$ cat config.mk
export PLATFORM = sky130hd
export DESIGN_NAME = c2f_chunk_reader
export DESIGN_NICKNAME = d
export VERILOG_FILES = /design/src/rtl/tlp_xcvr_pkg.sv /design/src/rtl/c2f_skid_buf.sv /design/src/rtl/c2f_chunk_reader.sv
export SDC_FILE = /design/constraint.sdc
export NUM_CORES = 1
export LEC_CHECK = 0
export ABC_AREA = 1
export CORE_AREA = 5 5 116 118
export DETAILED_ROUTE_END_ITERATION = 8
export DIE_AREA = 0 0 121 123
export GPL_TIMING_DRIVEN = 0
export PLACE_DENSITY = 0.87
export SLEW_MARGIN = 5
export SYNTH_ARGS = -nofsm -noshare
export SYNTH_HDL_FRONTEND = slang
export SYNTH_SLANG_ARGS = --single-unit
$ cat constraint.sdc
create_clock -name clk_in -period 5.15 [get_ports clk_in]
set_clock_uncertainty 0.05 [all_clocks]
set_input_delay 0.7725 -clock clk_in [delete_from_list [all_inputs] [get_ports clk_in]]
set_output_delay 0.7725 -clock clk_in [all_outputs]
set_load 0.05 [all_outputs]
$ cat src/rtl/tlp_xcvr_pkg.sv
// tlp_xcvr_pkg: C2F ring geometry, address typedefs and chunk-reader state encoding.
// Shared by the C2F chunk reader and its output buffer; no ports.
package tlp_xcvr_pkg;
  localparam int C2F_NUMCHUNKS = 4;
  localparam int C2F_CHUNKSIZE_NBITS = 7;
  localparam int C2F_SIZE_NBITS = 9;
  localparam int C2F_IDX_W = $clog2(C2F_NUMCHUNKS);
  localparam int C2F_OFF_W = C2F_CHUNKSIZE_NBITS - 3;
  localparam int C2F_ADDR_W = C2F_SIZE_NBITS - 3;
  typedef logic [C2F_IDX_W-1:0] C2FChunkIndex;
  typedef logic [C2F_OFF_W-1:0] C2FChunkOffset;
  typedef logic [C2F_ADDR_W-1:0] C2FAddr;
  typedef logic [63:0] uint64;
  typedef enum logic [1:0] {
    IDLE  = 2'd0,
    READ  = 2'd1,
    DRAIN = 2'd2,
    ACK   = 2'd3
  } C2FReaderState;
endpackage

$ cat src/rtl/c2f_skid_buf.sv
// c2f_skid_buf: 2-entry {data, last} FIFO feeding the streamed QW output.
// Ports: clk_in/reset_in; push/pushData/pushLast write side (caller guarantees space);
// data_out/last_out/valid_out head entry, ready_in pops; occupancy = entries held.
module c2f_skid_buf
  import tlp_xcvr_pkg::*;
(
  input  logic       clk_in,
  input  logic       reset_in,
  input  logic       push,
  input  uint64      pushData,
  input  logic       pushLast,
  input  logic       ready_in,
  output uint64      data_out,
  output logic       last_out,
  output logic       valid_out,
  output logic [1:0] occupancy
);
  uint64 memData [2];
  logic [1:0] memLast;
  logic wrSel, rdSel, pop;
  assign valid_out = occupancy != 2'd0;
  assign pop = valid_out && ready_in;
  assign data_out = memData[rdSel];
  assign last_out = memLast[rdSel];
  always_ff @(posedge clk_in)
    if (reset_in) begin
      memData[0] <= '0;
      memData[1] <= '0;
      memLast <= '0;
      wrSel <= 1'b0;
      rdSel <= 1'b0;
      occupancy <= 2'd0;
    end else begin
      if (push) begin
        memData[wrSel] <= pushData;
        memLast[wrSel] <= pushLast;
        wrSel <= ~wrSel;
      end
      if (pop) rdSel <= ~rdSel;
      occupancy <= occupancy + {1'b0, push} - {1'b0, pop};
    end
endmodule

$ cat src/rtl/c2f_chunk_reader.sv
// c2f_chunk_reader: streams completed C2F RAM chunks as a 64-bit valid/ready pipe.
// Ports: clk_in/reset_in; c2fWrPtr_in/c2fRdPtr_in ring pointers; c2fDTAck_out chunk-consumed
// pulse; c2fReadAddr_out/c2fReadData_in RAM read port (1-cycle latency);
// data_out/valid_out/ready_in/last_out output stream.
module c2f_chunk_reader
  import tlp_xcvr_pkg::*;
(
  input  logic         clk_in,
  input  logic         reset_in,
  input  C2FChunkIndex c2fWrPtr_in,
  input  C2FChunkIndex c2fRdPtr_in,
  output logic         c2fDTAck_out,
  output C2FAddr       c2fReadAddr_out,
  input  uint64        c2fReadData_in,
  output uint64        data_out,
  output logic         valid_out,
  input  logic         ready_in,
  output logic         last_out
);
  C2FReaderState state, nextState;
  C2FChunkOffset rdOff;
  logic [1:0] occupancy;
  logic inFlight, inFlightLast, issue, lastIssue, pop;
  assign pop = valid_out && ready_in;
  // Credit check counts this cycle's pop so a steady 1 QW/cycle flow keeps issuing
  // while the buffer plus the in-flight read never exceed two entries.
  assign issue = state == READ && ({1'b0, occupancy} + {2'b0, inFlight}) < (3'd2 + {2'b0, pop});
  assign lastIssue = issue && rdOff == '1;
  // rdOff is zero outside READ, so this also yields {rdPtr, 0} when idle.
  assign c2fReadAddr_out = {c2fRdPtr_in, rdOff};
  assign c2fDTAck_out = state == ACK;
  always_comb begin
    nextState = state == IDLE  ? (c2fRdPtr_in != c2fWrPtr_in ? READ : IDLE)
              : state == READ  ? (lastIssue ? DRAIN : READ)
              : state == DRAIN ? (pop && last_out ? ACK : DRAIN)
              : IDLE;
  end
  always_ff @(posedge clk_in)
    if (reset_in) begin
      state <= IDLE;
      rdOff <= '0;
      inFlight <= 1'b0;
      inFlightLast <= 1'b0;
    end else begin
      state <= nextState;
      if (issue) rdOff <= rdOff + C2FChunkOffset'(1);
      inFlight <= issue;
      inFlightLast <= lastIssue;
    end
  c2f_skid_buf u_buf (
    .clk_in    (clk_in),
    .reset_in  (reset_in),
    .push      (inFlight),
    .pushData  (c2fReadData_in),
    .pushLast  (inFlightLast),
    .ready_in  (ready_in),
    .data_out  (data_out),
    .last_out  (last_out),
    .valid_out (valid_out),
    .occupancy (occupancy)
  );
endmodule

==> impl_summary.txt <==
----------------------------------------------------
[Min path]
  Worst hold-check path type ... flop to flop
  Hold path depth ... 2
  Min-Delay Startpoint ... inFlightLast$_SDFF_PP0_
  Hold worst-path end ... u_buf.memLast[1]$_SDFFE_PP0P_

[Global routing]
  Global route overflow ... 0
  Vias in the first global route ... 4,464
  First-pass GRT wire length ... 22,330 um
  Total routing usage reported by global routing ... 0.1946
  Antenna violations before repair ... 0
  Largest net degree at the start of global routing ... 37

[CTS]
  Latest clock arrival within the worst-skew pair ... 400 ps
  Post-CTS sizing ... 0
  CTS max path bufs ... 2
  TritonCTS clock tree ... yes
  H-tree levels ... 4
  Clock-pin slew on the worst setup and hold paths ... 60 ps
  Buffers inserted during post-CTS setup optimization ... 0
  Number of sinks on the clock net ... 143
  CTS Hold Buffers Added ... 0
  Root Driver ... clkbuf_16
  Number of buffers created by CTS ... 17

[Drt]
  Violation count after the first detailed-route iteration ... 210
  First drt pass iteration count ... 4
  Final routed wire length divided by cell count ... 16.48 um
  Uppermost layer routed ... met4
  Met2 routed WL ... 7777 um
  Post-detailed-route count of antenna-violating nets ... 0
  Total via count after detailed routing ... 4,179
  Met1 Routed Length ... 5389 um
  Met3 WL post-DR ... 787 um
  Wire length reported by the detailed router ... 14,130 um
  Post-detailed-route via-to-cell ratio ... 4.876
  Number of remaining DRC errors ... 0

[Timing]
  Worst path setup slack after routing ... 2002 ps
  Final max-slew violation count ... 0
  RSZ-0062 raised after global routing ... no
  Setup total negative slack ... 0 ps
  Final period util ... 0.6112
  Total count of hold-check failures in the final report ... 0
  Setup-failing EPs final ... 0
  Maximum clock rate ... 0.3177 GHz
  Slew at the pin closest to its max-slew limit ... 560.8 ps
  Worst-case headroom to the max-slew limit ... 0.6250
  Crit path time final ... 3148 ps

[Die]
  Starting density of the core ... 0.5306
  Core Footprint ... 12,360 um2
  Number of top-level pins ... 144
  Die Y ... 123 um
  Total number of placement rows ... 41
  Width of the die ... 121 um
  Die Footprint ... 14,880 um2

[Synthesis]
  Cell taking the most area after synthesis ... edfxtp_1
  Syn Nets ... 585
  Number of standard cells after synthesis ... 509
  Number of distinct standard cells referenced by the synthesized netlist ... 25
  Sequential cell area fraction in the yosys report ... 0.6317
  Mapped cell area ... 6560 um2
  Number of storage elements in the synthesis netlist ... 143
  Ys Warns ... 0
  Biggest area contributors in the synthesized netlist ... edfxtp_1 59%, mux2_2 11%, nor2_4 7.0%
  Area share of the largest cell type after synthesis ... 0.5859
  Average cell area after synthesis ... 12.89 um2

[Critical path]
  Endpoint of the most critical register-to-register path ... u_buf.memData[1][41]$_SDFFCE_PN0P_
  Critical path data required time ... 4330 ps
  Kind of end point of the critical path ... output port
  Critical register-to-register path startpoint ... inFlight$_SDFF_PP0_
  Worst Path Arrival ... 2330 ps
  Depth of the worst register-to-register path ... 4
  Kind of start point of the critical path ... flop
  Setup slack on the worst flop-to-flop path ... 3250 ps
  Critical setup path kind ... flop to output port
  Crit Path Max Fanout ... 10

[Placed design]
  Routability-driven placement congestion ratio ... 0.8181
  Detailed placer's ending HPWL ... 9902 um
  Buffers added on ports ... 142
  Post-placement setup slack ... 2133 ps

[Flow run]
  Max-cap viol count ... 0

[Finish]
  Layout-stage area growth over the synthesis result ... 35.25%
  Final net count ... 748
  Final Core Density ... 0.7176
  Number of antenna diodes ... 0
  Layout cell share with drive strength beyond 1 ... 0.2453
  Fill cell instance count of the final layout ... 859

[Power]
  Power per cell area ... 438.1 nW/um2
  Post-layout total power ... 3.887 mW
  Static power due to leakage ... 3.594 nW
  VDD IR max ... 0.2581 mV

[Run status]
  Result of the run ... finished, final reports clean

----------------------------------------------------
cell usage in the layout (no fill, tap or decap):
master           Yosys  final
clkdlybuf4s50_1      0    142
edfxtp_1           128    128
nor2_1              96     96
inv_1               80     80
mux2_2              64     64
nor2_4              41     41
nand2_1             23     21
clkbuf_16            0     21
dfxtp_1             15     15
a21oi_1              9      9
buf_4                8      8
nand3_1              8      8
buf_2                6      6
buf_6                6      6
o21ai_0              5      5
ha_1                 5      5
buf_8                4      4
clkbuf_8             0      4
nand2_4              0      2
nand2_2              2      2
inv_4                0      2
clkbuf_1             0      2
clkinvlp_4           0      2
buf_12               0      2
o21a_1               1      1
inv_6                1      1
nand3b_4             1      1
nand3_2              1      1
nand3b_1             1      1
o22ai_1              1      1
xor2_1               1      1
nand4_1              1      1
xnor2_1              1      1
clkinv_2             0      1
metal layers:
layer | vias to the layer above | GRT usage
met4 | 0 | 0.06303
met2 | 125 | 0.3567
met5 | - | 0
met3 | 14 | 0.04941
met1 | 2038 | 0.2229
li1 | 2002 | -
critical path, cell delays in order, from the launching register on:
cell and delay (ps):
dfxtp_1 310, buf_2 250, buf_4 250, mux2_2 370, clkdlybuf4s50_1 730
worst max path at each step:
stage | end | slack, ps | cells after the start
finish | data_out[61] | 2000 | 4
global placement | u_buf.memData[1][17]$_SDFFCE_PN0P_ | 1140 | 5
floorplan | u_buf.memData[0][0]$_SDFFCE_PN0P_ | 2070 | 5
CTS | data_out[61] | 1960 | 4
global route | data_out[2] | 1910 | 4
detailed placement | c2fReadAddr_out[5] | 2130 | 3
flip-flops by register name, summed over array words and instances, names as in the netlist, named ones only:
signal	flops
u_buf.wrSel	1
rdOff	4
state	2
inFlight	1
inFlightLast	1
u_buf.rdSel	1
u_buf.memLast	2
u_buf.occupancy	2
u_buf.memData	128
area by class of cell:
type                    count  area [um2]  share of cell area
clock buffers              27       588.1             0.06628
well taps                 172       215.2             0.02426
multi-input cells         261        1904              0.2146
plain buffers              24       217.7             0.02454
inverters                  81       309.0             0.03483
clock inverters             5       32.53            0.003667
flip-flops and latches    143        4144              0.4671
repair buffers            144        1461              0.1647
synthesized netlist by cell type:
library cell and count:
nand2_1 23, buf_8 4, ha_1 5, buf_2 6
nand3b_4 1, xor2_1 1, edfxtp_1 128, nor2_4 41
buf_4 8, xnor2_1 1, inv_1 80, nand4_1 1
inv_6 1, o21a_1 1, o21ai_0 5, buf_6 6
a21oi_1 9, nand3b_1 1, mux2_2 64, o22ai_1 1
nor2_1 96, nand3_2 1, nand2_2 2, dfxtp_1 15
nand3_1 8
power breakdown:
group          switching, mW  internal [mW]  total (mW)
Sequential            0.0372           1.36        1.39
Combinational          0.787          0.471        1.26
Clock                  0.451          0.785        1.24
Total                   1.28           2.61        3.89
cells by family (layout without fill, tap and decap cells):
kind of cell             after synthesis  in the layout  synth area share
AO/OA/AOI/OAI                         16             16           0.01278
XOR/XNOR                               2              2          0.002671
adder cells (fa/ha/maj)                5              5          0.009537
buffers and inverters                105            281           0.08030
flip-flops                           143            143            0.6317
multiplexers                          64             64            0.1099
AND/OR/NAND/NOR                      174            174            0.1532
metrics by stage:
stage                     hold slack [ps]  instance area [um2]  cells
after global routing                474.2                 8872    857
after global placement              404.0                 8197    823
final                               439.1                 8872    857
after floorplan                     392.1                 6560    509
after detailed placement            431.5                 8252    825
after CTS                           439.7                 8872    857
(Power assumes the default switching activity.)
==> RTL change, RTL diff (config.mk and constraints unchanged) <==
The 4 states of `C2FReaderState` get a one-hot encoding in 4 bits.
--- a/src/rtl/tlp_xcvr_pkg.sv
+++ b/src/rtl/tlp_xcvr_pkg.sv
@@ -13,7 +13,7 @@
   typedef logic [63:0] uint64;
-  typedef enum logic [1:0] {
-    IDLE  = 2'd0,
-    READ  = 2'd1,
-    DRAIN = 2'd2,
-    ACK   = 2'd3
+  typedef enum logic [3:0] {
+    IDLE  = 4'b0001,
+    READ  = 4'b0010,
+    DRAIN = 4'b0100,
+    ACK   = 4'b1000
   } C2FReaderState;
Function: same outputs for any inputs over 4 cycles, from zero or initial values and one cycle with reset_in high; so few cycles prove little.
==> RTL change against the original RTL <==
  * Via count increased by 0.60%
  * Setup slack improved by 41 ps
  * Critical path depth did not move
  * Core utilization down 2.1 points
  * Power down 9.7%
  * Final area fell by 2.9%
  * Wire length down 1.8%
  * Sequential cell count grew 2
  * Fmax grew 1.3%
  * Synthesized area is 2.8% lower
  * Global-route usage fell by 0.15 points
==> RTL change: results (changes against the original RTL) <==
[power]
p_leak_uw=0.00351  ; -2.4%
ir_drop_mv=0.249  ; -3.6%

[timing]
whs_ps=445  ; +6.17 ps
timing.slew.headroom_pct=38.7  ; -24 points
period_needed_ps=3110  ; -41.5 ps

[global_routing]
grt_pass1_wl_um=22200  ; -0.62%
met1_usage_pct=23.3  ; +1.1 points
grtUsageMet3_pct=4.76  ; -0.18 points
grt_max_degree=65  ; +76%
grtUsageMet2_pct=34.2  ; -1.5 points
grt_pass1_vias=4528  ; +1.4%
track_usage_pct=19.3  ; -0.15 points

[clock_network]
cts_buffer_depth=2  ; unchanged
clock_latency_ps=400  ; about the same
clk_pin_slew_ps=60  ; about the same
cts.htree.levels=4  ; unchanged

[placement]
placed_cells=822  ; -0.36%
io_buffers=142  ; unchanged
dp_hpwl_um=9590  ; -3.2%
routabilityCongestion=0.768  ; -6.1%
dp_slack_ps=2150  ; +17.3 ps
post_dp_cell_area_sq_um=8050  ; -2.5%

[route]
vias_per_cell=4.92  ; +0.95%
routed_wl_um=13900  ; -1.8%
first_iter_violations=386  ; +84%

[worst_setup_path]
ff2ff_setup_slack_ps=3060  ; -190 ps
arrival_ps=2280  ; -50 ps
r2r-end=u_buf.memData[0][11]$_SDFFCE_PN0P_
crit_end=data_out[32]
path_max_fanout=10  ; unchanged

[synthesis]
syn_inst=507  ; -0.39%
synth_commonest_cells=edfxtp_1, nor2_1, inv_1
synth_area_leaders=edfxtp_1, mux2_2, nor2_1, dfxtp_1, inv_1
yosysWarnings=0  ; unchanged
syn_nets=583  ; -0.34%
synth.distinct_cells=30  ; +20%
synth_edf_count=128  ; unchanged
yosysSeqAreaShare_pct=65.6  ; +2.4 points

[finish]
instances_no_fill=854  ; -0.35%
layout-drive-gt1-share_pct=23.3  ; -1.2 points
layout.nets=745  ; -0.40%
reg_top3=u_buf.memData (128), rdOff (4), state (4)

[min_path]
worstHoldStart=u_buf.memLast[1]$_SDFFE_PP0P_

[outcome]
outcome=finished clean

[RTL change: changes by cell type in the layout (fill, tap and decap cells not counted), moves of 3 or more]
cell / unedited run / this run
buf_6: 6 / 10
clkinv_2: 1 / 4
nor2_2: 0 / 31
clkbuf_16: 21 / 17
buf_8: 4 / 0
nor2_4: 41 / 1
nor2_1: 96 / 105
nand2_1: 21 / 13
clkbuf_8: 4 / 0
inv_1: 80 / 76
[RTL change: cell type report]
| cell class | instances | area [sq um] |
|---|---|---|
| clock buffer | 17 | 425 |
| clock inverter | 15 | 144 |
| buffer | 24 | 203 |
| sequential | 145 | 4180 |
| tap | 172 | 215 |
| inverter | 77 | 292 |
| fill | 845 | 3740 |
| multi-input combinational | 261 | 1710 |
| timing repair buffer | 143 | 1440 |
[RTL change: cell families (layout without fill, tap and decap cells)]
family	after synthesis	after routing	share of synthesized area, %
buffers and inverters	101	276	7.75
and+or+nand+nor	171	171	12.3
muxes	64	64	11.3
AOI/OAI and AO/OA	17	17	1.47
DFF	145	145	65.6
xor gates and xnor gates	4	4	0.549
adders and majority gates	5	5	0.981
[RTL change: critical path, cell delays in order (launching register included)]
cell,delay (ps)
dfxtp_1,300
buf_2,230
buf_4,260
mux2_2,350
clkdlybuf4s50_1,740
[RTL change: power breakdown]
group | internal [uW] | total [uW] | switching [uW]
clock network | 708 | 1170 | 460
registers | 1330 | 1360 | 23.5
logic | 376 | 985 | 609
[RTL change: metal layers]
| metal | share of wire, % | vias to the layer above |
|---|---|---|
| met2 | 52 | 146 |
| met1 | 40 | 2037 |
| met5 | 0 | - |
| li1 | - | 2009 |
| met3 | 6.1 | 12 |
| met4 | 1.0 | 0 |
